$ cat src/rtl/seq_mul_acc_if.sv
// Request/response bundle for the sequential multiply-accumulate unit.
//   master: drives start_strb_i, a_i, b_i, acc_i; observes done_strb_o, busy_o, out_o
//   slave : the multiply-accumulate responder
interface seq_mul_acc_if #(
  parameter int unsigned N = 41
) ();
  localparam int unsigned W = 2 * N;

  logic         start_strb_i;
  logic [W-1:0] a_i;
  logic [W-1:0] b_i;
  logic [W-1:0] acc_i;
  logic         done_strb_o;
  logic         busy_o;
  logic [W-1:0] out_o;

  modport master (
    output start_strb_i, a_i, b_i, acc_i,
    input  done_strb_o, busy_o, out_o
  );

  modport slave (
    input  start_strb_i, a_i, b_i, acc_i,
    output done_strb_o, busy_o, out_o
  );
endinterface

$ cat src/rtl/seq_mul_acc.sv
// Sequential shift-add multiply-accumulate: out = acc + a*b (mod 2^(2N)).
// One partial-product step every CLK_DIV clocks, 2N steps, fixed latency.
//   clk_i  : system clock, rising edge
//   rst_i  : synchronous active-high reset
//   bus    : seq_mul_acc_if.slave
//            start_strb_i/a_i/b_i/acc_i in, done_strb_o/busy_o/out_o out
module seq_mul_acc #(
  parameter int unsigned N       = 41,
  parameter int unsigned CLK_DIV = 50
) (
  input  logic          clk_i,
  input  logic          rst_i,
  seq_mul_acc_if.slave  bus
);
  localparam int unsigned W      = 2 * N;
  localparam int unsigned STEP_W = $clog2(W + 1);
  localparam int unsigned DIV_W  = (CLK_DIV > 1) ? $clog2(CLK_DIV) : 1;

  typedef enum logic [1:0] {
    S_IDLE = 2'd0,
    S_RUN  = 2'd1,
    S_DONE = 2'd2
  } state_t;

  state_t              state;
  logic [W-1:0]        mcand;
  logic [W-1:0]        mplier;
  logic [W-1:0]        partial;
  logic [STEP_W-1:0]   step_cnt;
  logic [DIV_W-1:0]    div_cnt;
  logic                done_q;
  logic                busy_q;
  logic [W-1:0]        out_q;

  logic [W-1:0]        step_sum_c;
  logic                step_en_c;
  logic                last_step_c;

  // Partial sum after the current step; unsigned add is exact modulo 2^W.
  assign step_sum_c  = mplier[0] ? W'(partial + mcand) : partial;
  assign step_en_c   = (div_cnt == DIV_W'(CLK_DIV - 1));
  assign last_step_c = (step_cnt == STEP_W'(W - 1));

  // Control FSM and datapath; done/out are set on the edge of the final step.
  always_ff @(posedge clk_i) begin
    if (rst_i) begin
      state    <= S_IDLE;
      mcand    <= '0;
      mplier   <= '0;
      partial  <= '0;
      step_cnt <= '0;
      div_cnt  <= '0;
      done_q   <= 1'b0;
      busy_q   <= 1'b0;
      out_q    <= '0;
    end else begin
      case (state)
        S_IDLE: begin
          done_q <= 1'b0;
          if (bus.start_strb_i) begin
            mcand    <= bus.a_i;
            mplier   <= bus.b_i;
            partial  <= bus.acc_i;
            step_cnt <= '0;
            div_cnt  <= '0;
            busy_q   <= 1'b1;
            state    <= S_RUN;
          end
        end

        S_RUN: begin
          if (step_en_c) begin
            div_cnt  <= '0;
            partial  <= step_sum_c;
            mcand    <= mcand << 1;
            mplier   <= mplier >> 1;
            step_cnt <= STEP_W'(step_cnt + STEP_W'(1));
            if (last_step_c) begin
              out_q  <= step_sum_c;
              done_q <= 1'b1;
              busy_q <= 1'b0;
              state  <= S_DONE;
            end
          end else begin
            div_cnt <= DIV_W'(div_cnt + DIV_W'(1));
          end
        end

        // Single-cycle completion; a start seen here is dropped.
        S_DONE: begin
          done_q <= 1'b0;
          state  <= S_IDLE;
        end

        default: begin
          done_q <= 1'b0;
          busy_q <= 1'b0;
          state  <= S_IDLE;
        end
      endcase
    end
  end

  assign bus.done_strb_o = done_q;
  assign bus.busy_o      = busy_q;
  assign bus.out_o       = out_q;
endmodule

$ cat src/flat_wrapper.sv
// flat-port wrapper written by rule: the top's interface ports become plain ports
module seq_mul_acc_flat 
#(
  parameter int unsigned N       = 41,
  parameter int unsigned CLK_DIV = 50
)
  (clk_i, rst_i, bus_start_strb_i, bus_a_i, bus_b_i, bus_acc_i, bus_done_strb_o, bus_busy_o, bus_out_o);
  seq_mul_acc_if #(.N(N)) bus_i ();
  input  logic clk_i;
  input  logic rst_i;
  input wire logic [$bits(bus_i.start_strb_i)-1:0] bus_start_strb_i;
  input wire logic [$bits(bus_i.a_i)-1:0] bus_a_i;
  input wire logic [$bits(bus_i.b_i)-1:0] bus_b_i;
  input wire logic [$bits(bus_i.acc_i)-1:0] bus_acc_i;
  output wire logic [$bits(bus_i.done_strb_o)-1:0] bus_done_strb_o;
  output wire logic [$bits(bus_i.busy_o)-1:0] bus_busy_o;
  output wire logic [$bits(bus_i.out_o)-1:0] bus_out_o;
  assign bus_i.start_strb_i = bus_start_strb_i;
  assign bus_i.a_i = bus_a_i;
  assign bus_i.b_i = bus_b_i;
  assign bus_i.acc_i = bus_acc_i;
  assign bus_done_strb_o = bus_i.done_strb_o;
  assign bus_busy_o = bus_i.busy_o;
  assign bus_out_o = bus_i.out_o;
  seq_mul_acc #(.N(N), .CLK_DIV(CLK_DIV)) u_core (.clk_i(clk_i), .rst_i(rst_i), .bus(bus_i));
endmodule
$ cat config.mk
export PLATFORM = sky130hd
export DESIGN_NAME = seq_mul_acc_flat
export DESIGN_NICKNAME = d
export VERILOG_FILES = /design/src/rtl/seq_mul_acc_if.sv /design/src/rtl/seq_mul_acc.sv /design/src/flat_wrapper.sv
export SDC_FILE = /design/constraint.sdc
export NUM_CORES = 1
export LEC_CHECK = 0
export ABC_CLOCK_PERIOD_IN_PS = 3700
export CAP_MARGIN = 20
export CORE_MARGIN = 5
export CORE_UTILIZATION = 35
export DETAILED_ROUTE_END_ITERATION = 8
export PLACE_DENSITY = 0.58
export SETUP_SLACK_MARGIN = 0.4
export SYNTH_ARGS = -nofsm -noshare
export SYNTH_HDL_FRONTEND = slang
export SYNTH_SLANG_ARGS = --single-unit
export TNS_END_PERCENT = 100
$ cat constraint.sdc
create_clock -name clk_i -period 3.7 [get_ports clk_i]
set_clock_uncertainty 0.2 [all_clocks]
set_input_delay 0.74 -clock clk_i [delete_from_list [all_inputs] [get_ports clk_i]]
set_output_delay 0.74 -clock clk_i [all_outputs]
set_load 0.01 [all_outputs]
Word-level counts from Yosys, hierarchy flattened. Cells that the tools add are included.

$add $sub $neg: 3. Multiplexer cells: 24. Shift operators: 0. Reduce and logical (&&, ||, !) cells: 9. Order comparisons: 0. Equal/unequal tests: 7. Bitwise operators: 2. $mul: 0. Divide/modulo/power cells: 0.

Operators with widths (number): $mux 82 (7); $pmux 82 s2 (3); $add 82x82->82 (1); $mux 7 (2); $pmux 7 s2 (1); $mux 6 (2); $pmux 6 s2 (1); $reduce_and 3->1 (3); $add 7x1->7 const B (1); $eq 7x7->1 const B (1); $add 6x1->6 const B (1); $eq 6x6->1 const B (1); $mux 2 (3); $ne 2x1->1 const B (2); $pmux 2 s2 (1); $reduce_and 2->1 (2); $reduce_and 4->1 (1); $mux 1 (3); $pmux 1 s3 (1); $eq 2x1->1 const B (1); $eq 2x2->1 const B (1); $logic_not 2->1 (1); $ne 2x2->1 const B (1); $not 1->1 (2); 2 further kinds (2).

Output and inout bits: 84. ROM bits: 0. Memories: 0. RAM bits: 0. Latch bits: 0. Input port bits: 249. Logic and storage cells: 54. Bits in registers: 345.

Longest topological paths before layout.
Depth in word-level cells: 4. Mapped depth: 13. Mapped depth without buffers: 13.

Least setup slack after synthesis. OpenSTA, ideal clock, no wires.

Kind: register to register. Start: register u_core.partial[0]. End: register u_core.partial[78]. Slack: 0.402 ns. Period minus slack after synthesis: 3.298 ns. Path buffers: 0. Arrival time: 3.032 ns. Cell stages (with the launch flop): 14. Library setup time: 0.066 ns. Required time: 3.434 ns. Cell sequence: dfxtp_1 -> ha_1 -> fa_1 -> a21o_2 -> a221oi_2 -> o22a_2 -> a21oi_4 -> o211ai_2 -> a21oi_2 -> o32ai_2 -> o21ai_2 -> xnor2_1 -> a311o_1 -> a21oi_2.

Word-level cells in the longest chain between the ends: 4.

RTL lines: start, declared (line seq_mul_acc.sv:28) `logic [W-1:0] partial;`; start signal, assigned (line seq_mul_acc.sv:63) `partial <= bus.acc_i;`; start signal, assigned (line seq_mul_acc.sv:74) `partial <= step_sum_c;`; $add 82x82->82 (line seq_mul_acc.sv:40) `assign step_sum_c = mplier[0] ? W'(partial + mcand) : partial;`; $mux 82 (line seq_mul_acc.sv:40); $mux 82 (line seq_mul_acc.sv:72) `if (step_en_c) begin`; $pmux 82 s2 (line seq_mul_acc.sv:57) `case (state)`.

No other way between the ends. The select of a mux whose other input is x is not followed. A chain may end at the register's enable or synchronous reset.

Worst setup path in the final report.
Start: register u_core.partial[0]. End: register u_core.partial[76].

The elaborated chain is that of the path after synthesis.

==> summary.txt <==
DP Cell Count - 3614
Final Core Density - 48.8%
First-pass GRT wire length - 116000 um
Non-Filler Instances - 3735
Detailed-route via count - 20.9k
Final worst setup slack - 0.237 ns
Fmax - 0.289 GHz
Synthesized cell area - 0.0200 mm2
GRT Total Usage - 22.7%
Final min period - 3.46 ns
Slew @ Worst Pin - 0.932 ns
Worst slew margin - 37.8%
Total Wirelength - 74900 um
Total power - 10.9 mW
CTS tree - built
Ys flop type - dfxtp_1
Layout cell share with drive strength beyond 1 - 16.9%
Routed wl met3 - 5110 um
Maximum VDD drop - 0.000300 V
FP Rows - 87
Post-DP HPWL - 53800 um
Clk buf depth - 3
Final ANT Viol Nets - 0
Die span in x - 249 um
Max Cap Viol - 0
Initial Utilization - 35.4%
Final Cell Area - 0.0276 mm2
TritonCTS Buffers - 41
Core footprint - 0.0566 mm2
H-tree levels - 2
Initial antenna violation count - 8
Syn Inst Count - 2637
Die area - 0.0622 mm2
Drc violations - 0
Skew-Pair Late Insertion Delay - 0.58 ns
Syn nets - 2972
Clock Sinks - 345
Layout Nets - 3282
CP Class - register to register
YS warnings - 0
Pin count of the biggest net entering global routing - 184
Endpoint class of the critical path - register
Post-DR vias/cell - 5.60
WP data required - 3.94 ns
Clock slew seen by the registers of the worst setup and hold paths - 0.06 ns
Met1 Wirelength - 33300 um
Routed wl met2 - 34400 um
Hold Slack - 0.269 ns
Cell Area, Placed - 0.0243 mm2
Async set-reset flop share out of synthesis - 0%
Fillers - 5575
Total negative slack - 0 ns
CTS root buffer - clkbuf_16
Crit-path max FO - 3
Average cell area after synthesis - 7.60 um2
Cell variety after synth - 87
HP Class - register to register
Starting DRT DRC Count - 1431
P&R area growth vs syn - 37.7%
Period utilization - 93.6%
RSZ-0062 raised after global routing - true
# setup viols final - 0
First-pass DRT Iterations - 5
Synth top area share - 34.5%
Number of flops mapped to enable cells by yosys - 0
Top Layer Used - met5
Die H - 249 um
Pins Over Slew Limit - 0
Pwr Density - 393 mW/mm2
Synth area leader - dfxtp_1
Remaining Overflow, GRT - 0
Io pins - 333
Setup Slack @ Placement - -0.0255 ns
Worst Path Arrival - 3.71 ns
Final weighted congestion in routability-driven placement - 0.948
Sequential fraction of the synthesis area - 34.5%
Hold Fails Final Rpt - 0
Vias in the first global route - 20.3k
Seq cells post-synth - 345
IO Port Bufs - 332
Crit path launch type - register
Routed wire per std cell - 20.1 um
P_leak - 10.2 nW
Result of the run - complete, no violations
Top-count cell post-synth - nand2_1
Most instantiated cells after synthesis - nand2_1 (472), nor2_1 (408), dfxtp_1 (345)
Top post-synthesis cells by area - dfxtp_1 (34%), nand2_1 (8.8%), nor2_1 (7.6%), a311oi_1 (7.4%), a21oi_1 (5.3%)
-- flip-flops by register name (all words and copies together) (netlist names) --
name,count
u_core.bus.busy_o,1
u_core.bus.done_strb_o,1
u_core.bus.out_o,82
u_core.div_cnt,6
u_core.mcand,82
u_core.mplier,82
u_core.partial,82
u_core.state,2
u_core.step_cnt,7
-- worst max-delay path, cell delays in order (launching register included) --
cell      delay (ns)
dfxtp_4         0.36
ha_4            0.16
fa_2            0.35
a21o_4          0.22
a221oi_4        0.23
o21a_1          0.22
nor3_4          0.08
o21ai_4         0.19
a31oi_4         0.15
a221o_2         0.46
a41oi_2         0.24
xnor2_1         0.11
a222oi_1        0.29
nor2_1          0.07
-- cell type report --
| class | instances | area (um2) | area share, % |
|---|---|---|---|
| Antenna cell | 1 | 2.50 | 0.00906 |
| Clock buffer | 61 | 1220 | 4.42 |
| Clock inverter | 13 | 146 | 0.530 |
| Inverter | 32 | 120 | 0.435 |
| Multi-Input combinational cell | 2050 | 13600 | 49.3 |
| Sequential cell | 345 | 6980 | 25.3 |
| Tap cell | 756 | 946 | 3.43 |
| Timing Repair Buffer | 477 | 4570 | 16.6 |
-- placed cells by master, fill, tap and decap left out, drive strengths merged, types with 5 or more instances in the layout --
master,n
a211o,8
a211oi,100
a21boi,5
a21o,44
a21oi,217
a221oi,5
a311oi,170
a31o,8
a31oi,22
a41oi,5
and3,7
and4,10
buf,146
clkbuf,61
clkdlybuf4s50,331
clkinv,8
dfxtp,345
ha,85
inv,33
mux2i,58
nand2,473
nand2b,7
nand3,20
nand4,43
nor2,410
nor2b,5
nor3,33
nor4,12
o211ai,6
o21a,16
o21ai,107
o21bai,16
o221ai,5
o31ai,9
or3,15
xnor2,51
xor2,26
-- metal layers --
metal | global-route usage [%] | vias to the layer above
met5 | 0 | -
met4 | 6.84 | 10
met1 | 30.8 | 9987
li1 | - | 10100
met3 | 4.94 | 127
met2 | 36.3 | 639
-- repair_timing --
item                                    CTS  global route
hold buffers                              0             0
endpoints found under the setup margin   83            84
gates resized for setup                 112           230
buffers inserted                         16            30
pin swaps                                37            84
hold endpoints to repair                  0             0
-- kinds of logic (layout without fill, tap and decap cells) --
logic type	Yosys count	count (layout)	synth area share (%)
AO/OA/AOI/OAI	776	776	26.8
XOR/XNOR	77	77	3.36
adder cells (fa/ha/maj)	86	86	5.41
buffers and inverters	242	583	5.14
flip-flops	345	345	34.5
multiplexers	60	60	3.01
other	0	1	0
AND/OR/NAND/NOR	1051	1051	21.8
-- report_power, final --
| group | internal (mW) | total (mW) | switching [mW] |
|---|---|---|---|
| Combinational | 1.12 | 2.54 | 1.43 |
| Sequential | 3.96 | 4.20 | 0.234 |
| Clock | 2.43 | 4.12 | 1.69 |
-- path summary, 6_finish.rpt --
| kind | from | end | slack, ns | cells past startpoint |
|---|---|---|---|---|
| setup / recovery | u_core.partial[0] | u_core.partial[76] | 0.24 | 13 |
| hold / removal | u_core.bus.out_o[58] | u_core.bus.out_o[58] | 0.27 | 2 |
| setup reg to reg | u_core.partial[0] | u_core.partial[76] | 0.24 | 13 |
| hold reg to reg | u_core.bus.out_o[58] | u_core.bus.out_o[58] | 0.27 | 2 |
Power figures use the tool's default switching activity.
==> edit 1: new RTL, config.mk and constraints unchanged <==
Encoding of `state_t`: now one-hot (3 bits for 3 states).
--- a/src/rtl/seq_mul_acc.sv
+++ b/src/rtl/seq_mul_acc.sv
@@ -18,6 +18,6 @@
 
-  typedef enum logic [1:0] {
-    S_IDLE = 2'd0,
-    S_RUN  = 2'd1,
-    S_DONE = 2'd2
+  typedef enum logic [2:0] {
+    S_IDLE = 3'b001,
+    S_RUN  = 3'b010,
+    S_DONE = 3'b100
   } state_t;
Function: same outputs for any inputs over 4 cycles, from zero or initial values and one cycle with rst_i high; so few cycles prove little.
==> edit 1 against the original RTL <==
- cell area up 0.21%
- area after synthesis down 0.11%
- utilization up 0.20 points
- power up 2.1%
- setup slack better by 0.033 ns
- sequential cell count up 1
- routed wire length up 6.4%
- count of clock-buffer cells in the layout down 4
- cell count up 1.3%
- critical endpoint is now u_core.partial[78]
- largest cell class unchanged
==> edit 1: results (changes against the original RTL) <==
setup_path:
  slowest_delay_ns: 0.41  # -0.05 ns
  r2r-end: "u_core.partial[78]"
  crit_path_start: "u_core.mcand[51]"
  cp_max_fo: 8  # +5
  r2r_cells: 12  # -1
  slowest_stage: "ha_1"
route:
  vias_per_cell: 5.66  # +1.0%
  wl_per_cell_um: 21.1  # +5.0%
  drtIter0Drc: 1358  # -5.1%
yosys:
  postSynthCellCount: 2669  # +1.2%
  synthTopCellsByArea: "dfxtp_1 35%, nand2_1 9.1%, nor2_1 7.3%"
  synth.distinct_cells: 80  # -8.0%
  synth_nets: 3004  # +1.1%
  synth_common_cells: "483 x nand2_1, 392 x nor2_1, 346 x dfxtp_1"
  ys_seq_area_share_pct: 34.6  # +0.14 points
finish:
  clockBufferCount: 57  # -6.6%
  buf_share_pct: 17.1  # +0.56 points
  nNonClkBuffers: 503  # +5.5%
  clock_area_share_pct: 5.20  # +0.25 points
  multiInputGateArea_um2: 13400  # -1.3%
  fin_cells: 3785  # +1.3%
  synthToLayoutAreaGrowth_pct: 38.2
  fillCellCount: 5527  # -0.86%
  n_all_inverters: 30  # -6.3%
global_route:
  track_usage_pct: 24.1  # +1.4 points
  grt_pass1_vias: 20800  # +2.4%
  grt_max_degree: 161  # -13%
  antenna_found_initial: 1  # -7
pwr:
  p_clk_share_pct: 39.3  # +1.4 points
  ir_drop_v: 0.000301  # +0.20%
  leakage_uw: 0.0103  # +0.63%
placed_design:
  dpl-instance-area_um2: 24500  # +0.84%
  post-place-ws_ns: -0.0518  # -0.0263 ns
  place.gp.congestion: 0.952  # +0.47%
min_path:
  hp-start: "u_core.mplier[2]"
  hold_path_end: "u_core.mplier[1]"
timing:
  worst_pin_slew_ns: 0.950  # +0.0176 ns
  timing.fmax_ghz: 0.292  # +0.96%
clocking:
  cts_resized: 154  # +38%
  post-cts-setup-buffers: 22  # +6
  cts.sinks: 346  # +0.29%
run_status:
  status: "finished clean"
[edit 1: cell types whose count changed in the layout (fill, tap and decap cells not counted), sizes merged, moves of 8 or more]
cell / unedited run / this run
nand2: 473 / 484
buf: 146 / 172
a211oi: 100 / 85
a2111oi: 1 / 9
nor2: 410 / 393
a21o: 44 / 30
o21ai: 107 / 136
mux2i: 58 / 47
[edit 1: cells by family (layout without fill, tap and decap cells)]
group / Yosys count / count (layout) / synth area share, %
AOI/OAI and AO/OA: 798 / 798 / 27.1
xor gates and xnor gates: 80 / 80 / 3.50
adders and majority gates: 86 / 86 / 5.41
buffers and inverters: 250 / 609 / 4.86
DFF: 346 / 346 / 34.6
muxes: 48 / 48 / 2.41
other: 0 / 1 / 0
and+or+nand+nor: 1061 / 1061 / 22.1
[edit 1: routing by layer]
metal	routed length, um	vias to the layer above	GRT usage (%)	part of all wire (%)
met5	0	-	0	0
met4	2000	0	6.07	2.5
met3	4820	121	4.56	6.0
met2	36900	691	39.5	46
met1	36000	10300	32.9	45
li1	-	10300	-	-
==> edit 2: new RTL, config.mk and constraints unchanged <==
Made on the original files. Make the reset (`rst_i`) asynchronous in one clocked block. Comments in the files are not updated.
--- a/src/rtl/seq_mul_acc.sv
+++ b/src/rtl/seq_mul_acc.sv
@@ -44,3 +44,3 @@
   // Control FSM and datapath; done/out are set on the edge of the final step.
-  always_ff @(posedge clk_i) begin
+  always_ff @(posedge clk_i or posedge rst_i) begin
     if (rst_i) begin
Function: differs if rst_i is asserted again (counterexample within 4 cycles, from zero or initial values and one cycle with rst_i high); with rst_i held inactive, the same outputs for 4 cycles.
==> edit 2 against the original RTL <==
- area after synthesis increased by 1.0%
- sequential cell count did not move
- highest routed layer unchanged
- cell area up 0.43%
- setup slack got worse by 0.20 ns
- count of clock-buffer cells in the layout grew 3
- hold slack better by 0.0068 ns
- routed wire length is 3.5% lower
Power is not compared: it rests on default switching activity, and its combinational part moved more than twofold at a synthesized area within 25%.
==> edit 2: results (changes against the original RTL) <==
run_status:
  status: "finished clean"
route:
  routed_wl_um: 72300  # -3.5%
  vias_per_cell: 5.45  # -2.7%
  ant_nets: 0  # unchanged
  drt_first_pass_iters: 6  # +1
  drtIter0Drc: 1048  # -27%
timing:
  finalCritPeriodShare_pct: 99.0  # +5.4 points
  fin_hold_ws_ns: 0.276  # +0.00680 ns
  worst_pin_slew_ns: 1.06  # +0.128 ns
global_route:
  antenna_found_initial: 5  # -3
  track_usage_pct: 21.8  # -0.92 points
  grt_max_degree: 103  # -44%
  grt_pass1_vias: 19300  # -5.1%
  grt_pass1_wl_um: 111000  # -4.9%
finish:
  drive_above_1_share_pct: 14.3  # -2.6 points
  fin_cells: 3620  # -3.1%
  layout.nets: 3159  # -3.7%
  fillCellCount: 5511  # -1.1%
setup_path:
  crit_arrival_ns: 3.89  # +0.18 ns
  r2r_start: "u_core.mcand[0]"
  rrSetupSlack_ns: 0.04  # -0.20 ns
  slowest_delay_ns: 0.38  # -0.08 ns
  crit_family: "compound AO/OA/AOI/OAI gates"
  cp_max_fo: 3  # unchanged
  slowest_stage: "dfrtp_1"
clocking:
  htree_num_levels: 2  # unchanged
  cts-buffers-inserted: 41  # unchanged
placed_design:
  dp_cells: 3499  # -3.2%
  hpwl_um: 52300  # -2.7%
  dpl-instance-area_um2: 24800  # +2.1%
  place.gp.congestion: 0.925  # -2.4%
  io_buffers: 332  # unchanged
  post-place-ws_ns: -0.0831  # -0.0575 ns
min_path:
  hp-start: "u_core.bus.out_o[15]"
  hold_path.class: "register to register"
pwr:
  ir_drop_v: 0.000305
  leakage_uw: 0.0121
yosys:
  synth.distinct_cells: 83  # -4.6%
  yosysWarnings: 0  # unchanged
  synth_common_cells: "523 x nand2_1, 345 x dfrtp_1, 331 x nor2_1"
  synth_top_area_share_pct: 42.6  # +8.2 points
  avgSynthCellArea_um2: 8.18  # +7.6%
  synthTopCellsByArea: "dfrtp_1 43%, nand2_1 9.7%, nor2_1 6.1%"
  synthArstFlopShare_pct: 100  # +100 points
  synth_nets: 2812  # -5.4%
  ys_seq_area_share_pct: 42.6  # +8.2 points
[edit 2: changes by cell type after synthesis, sizes merged, moves of 78 or more]
cell | unedited run | this run
a211oi | 100 | 9
dfxtp | 345 | 0
a31oi | 22 | 191
nor2 | 410 | 332
dfrtp | 0 | 345
a311oi | 170 | 2
[edit 2: worst paths after layout]
path                                        end  depth (start not counted)
max                        u_core.bus.out_o[78]                         15
min                        u_core.bus.out_o[15]                          2
max reg2reg                u_core.bus.out_o[78]                         15
min reg2reg                u_core.bus.out_o[15]                          2
max in group asynchronous     u_core.bus.busy_o                          3
min in group asynchronous  u_core.bus.out_o[81]                          2
[edit 2: layout make-up]
class	instances	share of cell area, %
multi-input cells	1942	43.5
flip-flops and latches	345	31.2
repair buffers	470	16.7
clock buffers	64	4.60
well taps	765	3.45
inverters	24	0.347
clock inverters	9	0.280
diodes	1	0.00903
[edit 2: repair_timing]
action,in CTS,in global routing
pin swaps,47,67
buffers inserted,26,21
endpoints found under the setup margin,95,110
resized for setup,102,141
[edit 2: tightest hold or removal path, stage by stage (launching register included)]
cell and delay [ns]:
dfrtp_1 0.34, nand2_1 0.05, nand2_1 0.05
[edit 2: layer usage]
layer  GRT usage [%]  vias to the layer above  share of wire, %
met5               0                        -             0.073
met4            6.24                        8               3.2
met3            5.63                      145               7.2
met2            36.1                      634                47
met1            28.3                     9527                42
li1                -                     9406                 -
[edit 2: cell families after synthesis]
kind of cell / after synthesis / synth area share (%)
simple gates: 987 / 19.9
mux: 51 / 2.53
xor+xnor: 82 / 3.55
flops: 345 / 42.6
fa+ha+maj: 86 / 5.35
buf+inv: 190 / 3.69
compound gates: 736 / 22.4
[edit 2: where the power goes]
group	switching (uW)	internal [uW]
Clock	1670	2430
Combinational	627	625
Sequential	100	3880
[edit 2: through the flow]
| stage | utilization [%] | setup TNS, ns |
|---|---|---|
| CTS | 46.8 | 0 |
| global route | 48.2 | -0.437 |
| global placement | 43.2 | -0.00251 |
| floorplan | - | -640.48 |
| detailed placement | 43.2 | -0.168 |
| finish | 48.2 | 0 |
